File: src/rtl/wb_write_scheduler_if.sv
// Writeback scheduler bus: pipeline/secondary write requests, OUT handshake, RF write port.
interface wb_write_scheduler_if #(
  parameter int DATA_W = 16,
  parameter int ADDR_W = 3
);
  logic              wb_we;
  logic [ADDR_W-1:0] wb_rd;
  logic [DATA_W-1:0] wb_data;
  logic              sec_we;
  logic [ADDR_W-1:0] sec_rd;
  logic [DATA_W-1:0] sec_data;
  logic              out_en;
  logic              out_ack;
  logic              rf_we;
  logic [ADDR_W-1:0] rf_addr;
  logic [DATA_W-1:0] rf_data;
  logic [DATA_W-1:0] out_port;
  logic              out_valid;
  logic              stall;

  modport master (
    output wb_we, wb_rd, wb_data, sec_we, sec_rd, sec_data, out_en, out_ack,
    input  rf_we, rf_addr, rf_data, out_port, out_valid, stall
  );
  modport slave (
    input  wb_we, wb_rd, wb_data, sec_we, sec_rd, sec_data, out_en, out_ack,
    output rf_we, rf_addr, rf_data, out_port, out_valid, stall
  );
endinterface

File: src/rtl/wb_write_scheduler.sv
// Writeback resource scheduler: RF write port arbitration with secondary-write FIFO and OUT port.
// Optional WB_BYPASS_EN: a secondary write with an empty FIFO and idle WB goes straight to the RF.
module wb_write_scheduler #(
  parameter int DATA_W = 16,
  parameter int ADDR_W = 3,
  parameter int DEPTH  = 4
) (
  input  logic                clk,
  input  logic                rst_n,
  wb_write_scheduler_if.slave bus
);
  localparam int PW = $clog2(DEPTH);
  localparam int CW = $clog2(DEPTH + 1);

  typedef struct packed {
    logic [ADDR_W-1:0] rd;
    logic [DATA_W-1:0] data;
  } wr_t;

  typedef enum logic {IDLE, PRESENT} ost_t;

  wr_t             mem [DEPTH];
  logic [DEPTH-1:0] ent_vld;
  logic [PW-1:0]   wp, rp;
  logic [CW-1:0]   cnt;
  ost_t            ost;

  logic wbv, secv, oute, bypass, push, pop;
  wr_t  head;

  // Stall masks every request input; the FIFO keeps draining underneath it.
  assign bus.stall = (cnt >= CW'(DEPTH - 1)) | ((ost == PRESENT) & bus.out_en & ~bus.out_ack);
  assign wbv  = bus.wb_we  & ~bus.stall;
  assign secv = bus.sec_we & ~bus.stall;
  assign oute = bus.out_en & ~bus.stall;

`ifdef WB_BYPASS_EN
  assign bypass = secv & ~wbv & (cnt == '0);
`else
  assign bypass = 1'b0;
`endif

  assign push = secv & ~bypass;
  assign pop  = ~wbv & (cnt != '0);
  assign head = mem[rp];

  always_ff @(posedge clk or negedge rst_n) begin
    if (!rst_n) begin
      bus.rf_we   <= 1'b0;
      bus.rf_addr <= '0;
      bus.rf_data <= '0;
    end else begin
      bus.rf_we <= 1'b0;
      if (wbv) begin
        bus.rf_we   <= 1'b1;
        bus.rf_addr <= bus.wb_rd;
        bus.rf_data <= bus.wb_data;
      end else if (pop) begin
        // Killed heads still pop, but leave the port idle.
        if (ent_vld[rp]) begin
          bus.rf_we   <= 1'b1;
          bus.rf_addr <= head.rd;
          bus.rf_data <= head.data;
        end
      end else if (bypass) begin
        bus.rf_we   <= 1'b1;
        bus.rf_addr <= bus.sec_rd;
        bus.rf_data <= bus.sec_data;
      end
    end
  end

  always_ff @(posedge clk or negedge rst_n) begin
    if (!rst_n) begin
      wp      <= '0;
      rp      <= '0;
      cnt     <= '0;
      ent_vld <= '0;
    end else begin
      // A WB write is younger than anything queued, so it supersedes same-rd entries.
      for (int i = 0; i < DEPTH; i++)
        if (wbv && mem[i].rd == bus.wb_rd) ent_vld[i] <= 1'b0;
      if (pop) begin
        ent_vld[rp] <= 1'b0;
        rp          <= PW'(rp + 1'b1);
      end
      // Same-cycle sec push is younger than the WB write: it survives the kill above.
      if (push) begin
        ent_vld[wp] <= 1'b1;
        wp          <= PW'(wp + 1'b1);
      end
      case ({push, pop})
        2'b10:   cnt <= CW'(cnt + 1'b1);
        2'b01:   cnt <= CW'(cnt - 1'b1);
        default: cnt <= cnt;
      endcase
    end
  end

  always_ff @(posedge clk) begin
    if (push) mem[wp] <= '{rd: bus.sec_rd, data: bus.sec_data};
  end

`ifndef SYNTHESIS
  always_ff @(posedge clk) begin
    if (rst_n) assert (!(push && !pop && cnt == CW'(DEPTH)))
      else $error("secondary-write FIFO overflow");
  end
`endif

  always_ff @(posedge clk or negedge rst_n) begin
    if (!rst_n) begin
      ost           <= IDLE;
      bus.out_port  <= '0;
      bus.out_valid <= 1'b0;
    end else begin
      case (ost)
        IDLE: if (oute) begin
          ost           <= PRESENT;
          bus.out_port  <= bus.wb_data;
          bus.out_valid <= 1'b1;
        end
        PRESENT: if (bus.out_ack) begin
          if (oute) bus.out_port <= bus.wb_data;
          else begin
            ost           <= IDLE;
            bus.out_valid <= 1'b0;
          end
        end
        default: ost <= IDLE;
      endcase
    end
  end
endmodule

File: src/flat_wrapper.sv
// flat-port wrapper written by rule: the top's interface ports become plain ports
module wb_write_scheduler_flat 
#(
  parameter int DATA_W = 16,
  parameter int ADDR_W = 3,
  parameter int DEPTH  = 4
)
  (clk, rst_n, bus_wb_we, bus_wb_rd, bus_wb_data, bus_sec_we, bus_sec_rd, bus_sec_data, bus_out_en, bus_out_ack, bus_rf_we, bus_rf_addr, bus_rf_data, bus_out_port, bus_out_valid, bus_stall);
  wb_write_scheduler_if #(.DATA_W(DATA_W), .ADDR_W(ADDR_W)) bus_i ();
  input  logic clk;
  input  logic rst_n;
  input wire logic [$bits(bus_i.wb_we)-1:0] bus_wb_we;
  input wire logic [$bits(bus_i.wb_rd)-1:0] bus_wb_rd;
  input wire logic [$bits(bus_i.wb_data)-1:0] bus_wb_data;
  input wire logic [$bits(bus_i.sec_we)-1:0] bus_sec_we;
  input wire logic [$bits(bus_i.sec_rd)-1:0] bus_sec_rd;
  input wire logic [$bits(bus_i.sec_data)-1:0] bus_sec_data;
  input wire logic [$bits(bus_i.out_en)-1:0] bus_out_en;
  input wire logic [$bits(bus_i.out_ack)-1:0] bus_out_ack;
  output wire logic [$bits(bus_i.rf_we)-1:0] bus_rf_we;
  output wire logic [$bits(bus_i.rf_addr)-1:0] bus_rf_addr;
  output wire logic [$bits(bus_i.rf_data)-1:0] bus_rf_data;
  output wire logic [$bits(bus_i.out_port)-1:0] bus_out_port;
  output wire logic [$bits(bus_i.out_valid)-1:0] bus_out_valid;
  output wire logic [$bits(bus_i.stall)-1:0] bus_stall;
  assign bus_i.wb_we = bus_wb_we;
  assign bus_i.wb_rd = bus_wb_rd;
  assign bus_i.wb_data = bus_wb_data;
  assign bus_i.sec_we = bus_sec_we;
  assign bus_i.sec_rd = bus_sec_rd;
  assign bus_i.sec_data = bus_sec_data;
  assign bus_i.out_en = bus_out_en;
  assign bus_i.out_ack = bus_out_ack;
  assign bus_rf_we = bus_i.rf_we;
  assign bus_rf_addr = bus_i.rf_addr;
  assign bus_rf_data = bus_i.rf_data;
  assign bus_out_port = bus_i.out_port;
  assign bus_out_valid = bus_i.out_valid;
  assign bus_stall = bus_i.stall;
  wb_write_scheduler #(.DATA_W(DATA_W), .ADDR_W(ADDR_W), .DEPTH(DEPTH)) u_core (.clk(clk), .rst_n(rst_n), .bus(bus_i));
endmodule
File: config.mk
export PLATFORM = sky130hd
export DESIGN_NAME = wb_write_scheduler_flat
export DESIGN_NICKNAME = d
export VERILOG_FILES = /design/src/rtl/wb_write_scheduler_if.sv /design/src/rtl/wb_write_scheduler.sv /design/src/flat_wrapper.sv
export SDC_FILE = /design/constraint.sdc
export NUM_CORES = 1
export LEC_CHECK = 0
export CORE_AREA = 2 2 147 149
export CTS_BUF_LIST = sky130_fd_sc_hd__clkbuf_16
export DETAILED_ROUTE_END_ITERATION = 10
export DIE_AREA = 0 0 149 151
export HOLD_SLACK_MARGIN = 0.15
export PLACE_DENSITY_LB_ADDON = 0.05
export SLEW_MARGIN = 20
export SYNTH_ARGS = -nofsm -noshare
export SYNTH_HDL_FRONTEND = slang
export SYNTH_SLANG_ARGS = --single-unit
export TNS_END_PERCENT = 100
File: constraint.sdc
create_clock -name clk -period 3.8 [get_ports clk]
set_clock_uncertainty 0.2 [all_clocks]
set_input_delay 0.76 -clock clk [delete_from_list [all_inputs] [get_ports clk]]
set_output_delay 0.76 -clock clk [all_outputs]
set_load 0.03 [all_outputs]
==> impl_metrics.yaml, run 1 <==
status:
  status: "finished, final reports clean"
cts:
  root_buffer: "clkbuf_16"
  path_clk_slew_ns: 0.06
  htree_levels: 4
  cts_hold_buffers: 0
  postCtsSetupRepairBufs: 0
  cts.repair.resized: 0
  cts_tree: "done"
  cts_buffer_depth: 2
  cts.sinks: 125
  insertion_delay_ns: 0.41
  cts_made_buffers: 17
cells_and_area:
  drive_above_1_share_pct: 19.9
  final_nets: 464
  syn_to_final_growth_pct: 34.6
  final_util_pct: 33.4
  antenna-diode-count: 0
  fin_area_sq_mm: 0.00695
  fin_cells: 698
route:
  routedWlPerCell_microns: 17.5
  antenna_left: 0
  wl_mm: 12.2
  vias: 2891
  viasPerCell: 4.14
  firstDrtPassIters: 6
  drc_errors: 0
  drt_iter0_drc: 186
placement:
  dp_slack_ns: 0.470
  dp.cells: 666
  dpl_cell_area_sq_mm: 0.00631
  numPortBuffers: 81
  post-dp-hpwl_mm: 8.13
  finalWeightedCongestion: 0.663
yosys:
  synth_area_leaders: "edfxtp_1 (44%), dfrtp_1 (24%), mux4_2 (8.7%), mux2_2 (3.7%), mux2i_1 (2.9%)"
  synthFlopType: "edfxtp_1"
  netlist_area_sq_mm: 0.00516
  ys_warn_count: 0
  ys_ff_latch: 125
  avgSynthCellArea_sq_um: 16.3
  synth_most_common_cell: "edfxtp_1"
  yosysUniqueCellTypes: 36
  synth_edf_count: 76
  synth_top_area_share_pct: 44.2
  syn_inst: 316
  ys_async_sr_fraction_pct: 39.2
  yosysTopAreaCell: "edfxtp_1"
  synth_seq_area_share_pct: 67.9
  netlist_top_cells_count: "edfxtp_1 (76), dfrtp_1 (49), nand2_1 (28)"
  syn_nets: 370
power_and_ir_drop:
  pwr-share-comb_pct: 37.9
  cellPowerDensity_mw_per_mm2: 877
  irDropWorstVdd_uv: 281
  power.leakage_nw: 2.62
  switching_share_pct: 34.0
  pwr-share-seq_pct: 33.2
  p_clk_share_pct: 28.8
  total_power_mw: 6.10
  p_switching_mw: 2.07
  p_int_mw: 4.03
sta:
  worstMarginPinSlew_ns: 0.823
  hold_ws_ns: 0.244
  finalWorstSetupSlack_ns: 0.455
  setup_viol: 0
  period_needed_ns: 3.34
  rsz0062_at_grt: "no"
  fmax_mhz: 299
  report.final.slew_viol_count: 0
  finalCritPeriodShare_pct: 88.0
  final_hold_viol_count: 0
  timing.slew.headroom_pct: 45.1
  fin_setup_tns_ns: 0
die:
  die_x_microns: 149
  dieArea_sq_mm: 0.0225
  io_pins: 82
  start_util_pct: 24.8
  die_height_microns: 151
  core_region_area_sq_mm: 0.0208
  rows: 53
grt:
  grt_pass1_wl_mm: 18.9
  grtUsageTotal_pct: 11.8
  antenna_found_initial: 0
  grt_pass1_vias: 2967
  grt_max_degree: 34
  grt-ovfl-total: 0
worst_setup_path:
  crit_end: "bus_stall"
  r2r_cells: 8
  r2r_setup_slack_ns: 1.42
  critPathLaunchType: "primary input"
  r2r_end: "u_core.cnt[2]"
  crit_fanout: 3
  cp-end-kind: "output pin"
  worstPathArrival_ns: 2.38
  required_ns: 2.84
  r2r_start: "u_core.cnt[0]"
  crit_type: "in -> out"
  cp-startpoint: "bus_out_en"
worst_hold_path:
  worstHoldPathType: "in -> async"
flow_run:
  cap_violations: 0
==> worst max-delay path, stage by stage <==
cell,delay (ns)
clkdlybuf4s50_1,0.52
and3b_1,0.30
nor2_1,0.08
inv_1,0.06
clkdlybuf4s50_1,0.66
==> logic make-up (layout without fill, tap and decap cells) <==
family                     count (synthesis)  after routing  synth area share, %
DFF                                      125            125                 67.9
and+or+nand+nor                           57             57                 5.52
muxes                                     52             52                 15.3
AOI/OAI and AO/OA                         29             29                 3.54
buffers and inverters                     26            133                 2.23
xor gates and xnor gates                  17             17                 2.88
adders and majority gates                 10             10                 2.57
==> flip-flops by register name, summed over array words and instances, names as in the netlist <==
register,count
u_core.mem,76
u_core.bus.out_port,16
u_core.bus.rf_data,16
u_core.ent_vld,4
u_core.bus.rf_addr,3
u_core.cnt,3
u_core.rp,2
u_core.wp,2
u_core.bus.out_valid,1
u_core.bus.rf_we,1
u_core.ost,1
==> layer usage <==
layer  wire, microns  GRT usage [%]  vias up
met2            5350           17.4       75
met1            6030           16.3     1436
met5               0              0        -
met3             604           3.07       14
li1                -              -     1366
met4             202           5.43        0
==> worst min path at each step <==
stage / from / to / slack [ns]
6_report: rst_n / u_core.cnt[2] / 0.24
2_1_floorplan: rst_n / u_core.bus.out_port[0] / 0.26
4_1_cts: rst_n / u_core.cnt[2] / 0.27
3_5_place_dp: u_core.bus.out_port[13] / u_core.bus.out_port[13] / 0.29
3_3_place_gp: u_core.bus.out_port[15] / u_core.bus.out_port[15] / 0.29
5_1_grt: rst_n / u_core.cnt[2] / 0.30
==> final cells by class <==
class,instances,area (sq um)
Tap cell,275,344
Fill cell,2089,13900
Multi-Input combinational cell,165,1540
Timing Repair Buffer,90,873
Clock buffer,17,425
Inverter,11,41.3
Sequential cell,125,3510
Clock inverter,15,219
==> cell usage in the layout (no fill, tap or decap), types with 6 or more instances in the layout <==
cell type,count
clkbuf_16,17
ha_1,9
xnor2_1,15
clkdlybuf4s50_1,80
mux2_2,17
o21ai_0,6
o21ai_1,9
nor2_1,7
dfrtp_1,49
buf_4,9
nand2_1,28
edfxtp_1,76
inv_1,11
mux4_2,20
mux2i_1,15
==> power groups by stage <==
stage / sequential (mW) / combinational, mW / clock [mW]
global placement: 2.05 / 2.36 / 0
CTS: 2.04 / 2.37 / 1.82
floorplan: 2.41 / 1.15 / 0
finish: 2.03 / 2.31 / 1.76
detailed placement: 2.06 / 2.37 / 0
global route: 2.08 / 2.52 / 1.88
No activity file was read; power rests on OpenSTA's default activity.
==> run 2: changes to the inputs <==
- ABC_CLOCK_PERIOD_IN_PS: default -> 3800
==> results of run 2 <==
The final DEF is identical to that of run 1; final timing and power are the same.
==> run 3: changes to the inputs <==
- CELL_PAD_IN_SITES_DETAIL_PLACEMENT: default -> 1
- CELL_PAD_IN_SITES_GLOBAL_PLACEMENT: default -> 1
- CORE_AREA: 2 2 147 149 -> 2 2 111 113
- DIE_AREA: 0 0 149 151 -> 0 0 113 115
==> run 3 against run 2 <==
Compared with the run above: cell area is 3.8% lower; critical path type unchanged; fmax is 0.11% higher; sequential share of layout area is 2.0 points higher; worst setup slack better by 0.0038 ns; sequential power hardly changed; combinational power hardly changed; the flow now finishes with violations (design-rule violations).
==> impl_metrics.yaml, run 3 (synthesized netlist as in run 1, its figures left out) <==
worst_setup_path:
  crit_end: "bus_stall"
  r2r_start: "u_core.cnt[0]"
  crit_slowest_cell: "clkdlybuf4s50_1"
  critPathLaunchType: "primary input"
  cp-startpoint: "bus_out_en"
  r2r_end: "u_core.cnt[2]"
  worstPathArrival_ns: 2.38
  crit_type: "in -> out"
  cp_common_cell: "clkdlybuf4s50_1"
  cp_cell_sequence: "clkdlybuf4s50_1 > and3b_1 > nor2_1 > inv_1 > clkdlybuf4s50_1"
  slowest_delay_ns: 0.66
  r2r_cells: 8
  cp-end-kind: "output pin"
  crit_fanout: 3
  r2r_setup_slack_ns: 1.33
  required_ns: 2.84
cells_and_area:
  drive_above_1_share_pct: 18.5
  final_nets: 464
  reg_top3: "u_core.mem x76, u_core.bus.out_port x16, u_core.bus.rf_data x16"
  fin_area_sq_mm: 0.00669
  syn_to_final_growth_pct: 29.5
  regMostFlops: "u_core.mem"
  antenna-diode-count: 0
  mostFrequentLayoutCells: "clkdlybuf4s50_1 (80), edfxtp_1 (76), dfrtp_1 (49), nand2_1 (28), mux4_2 (20)"
  mostFrequentLayoutCell: "clkdlybuf4s50_1"
  largest_reg_flops: 76
grt:
  grt_pass1_wl_mm: 18.4
  grtUsageTotal_pct: 19.4
  grt_max_degree: 32
  antenna_found_initial: 0
  grt_pass1_vias: 3265
  grt-ovfl-total: 0
die:
  die_height_microns: 115
  io_pins: 82
  rows: 40
  dieArea_sq_mm: 0.0130
  start_util_pct: 43.7
  die_x_microns: 113
  core_region_area_sq_mm: 0.0118
power_and_ir_drop:
  power.leakage_nw: 2.57
  irDropWorstVdd_uv: 385
  cellPowerDensity_mw_per_mm2: 872
placement:
  finalWeightedCongestion: 0.735
  post-dp-hpwl_mm: 7.64
  dpl_cell_area_sq_mm: 0.00615
  numPortBuffers: 81
cts:
  insertion_delay_ns: 0.41
  cts.repair.resized: 0
  path_clk_slew_ns: 0.05
  htree_levels: 4
  cts_made_buffers: 17
  root_buffer: "clkbuf_16"
  cts_hold_buffers: 0
  cts_buffer_depth: 2
  cts.sinks: 125
  cts_tree: "done"
  postCtsSetupRepairBufs: 0
sta:
  final_hold_viol_count: 0
  report.final.slew_viol_count: 0
  setup_viol: 0
  finalCritPeriodShare_pct: 87.9
  period_needed_ns: 3.34
  fin_setup_tns_ns: 0
  rsz0062_at_grt: "no"
  fmax_mhz: 299
  worstMarginPinSlew_ns: 0.749
  timing.slew.headroom_pct: 50.0
worst_hold_path:
  worstHoldPathType: "in -> async"
route:
  drc_errors: 13
  vias: 2985
  wl_mm: 11.5
  viasPerCell: 5.25
  routedWlPerCell_microns: 20.2
  drt_iter0_drc: 145
  antenna_left: 0
  firstDrtPassIters: 7
status:
  status: "finished with violations"
  violations: "design-rule violations"
flow_run:
  cap_violations: 0
==> run 3: per-stage QoR <==
step                std cells  setup WS, ns  power, mW  utilization, %  hold WS, ns
CTS                       569         0.455       5.91            56.6        0.213
global route              569         0.402       6.18            56.6        0.249
global placement          538         0.521       4.33            52.1        0.286
finish                    569         0.459       5.83            56.6        0.197
floorplan                 316          1.28       3.55               -        0.264
detailed placement        538         0.499       4.40            52.1        0.296
==> run 3: worst min-delay path by stage <==
stage / from / endpoint / slack, ns / cells past startpoint
after global routing: rst_n / u_core.ost / 0.25 / 1
after global placement: u_core.bus.out_port[13] / u_core.bus.out_port[13] / 0.29 / 1
after detailed placement: u_core.bus.out_port[15] / u_core.bus.out_port[15] / 0.30 / 1
final: rst_n / u_core.bus.out_valid / 0.20 / 1
after floorplan: rst_n / u_core.bus.out_port[0] / 0.26 / 0
after CTS: rst_n / u_core.bus.out_valid / 0.21 / 1
==> run 3: cell type report <==
| class | instances | area [sq um] |
|---|---|---|
| Fill cell | 1107 | 5120 |
| Sequential cell | 125 | 3510 |
| Multi-Input combinational cell | 165 | 1540 |
| Timing Repair Buffer | 90 | 873 |
| Clock buffer | 17 | 425 |
| Tap cell | 147 | 184 |
| Clock inverter | 14 | 113 |
| Inverter | 11 | 41.3 |
==> run 3: report_power, final <==
part	total, mW	internal, mW	switching, mW
Sequential	2.04	1.83	0.212
Clock	1.47	0.935	0.537
Combinational	2.31	1.04	1.28
==> run 3: worst max-delay path: cells and delay by family <==
family | cells | cell delay, ns
and+or+nand+nor | 2 | 0.39
buffers and inverters | 3 | 1.23
==> run 3: layer usage <==
layer,part of all wire (%),GRT usage (%),wire length (microns)
met2,46,28.4,5240
met4,1.3,8.86,153
met3,5.6,4.59,642
met1,47,27.8,5440
met5,0,0,0
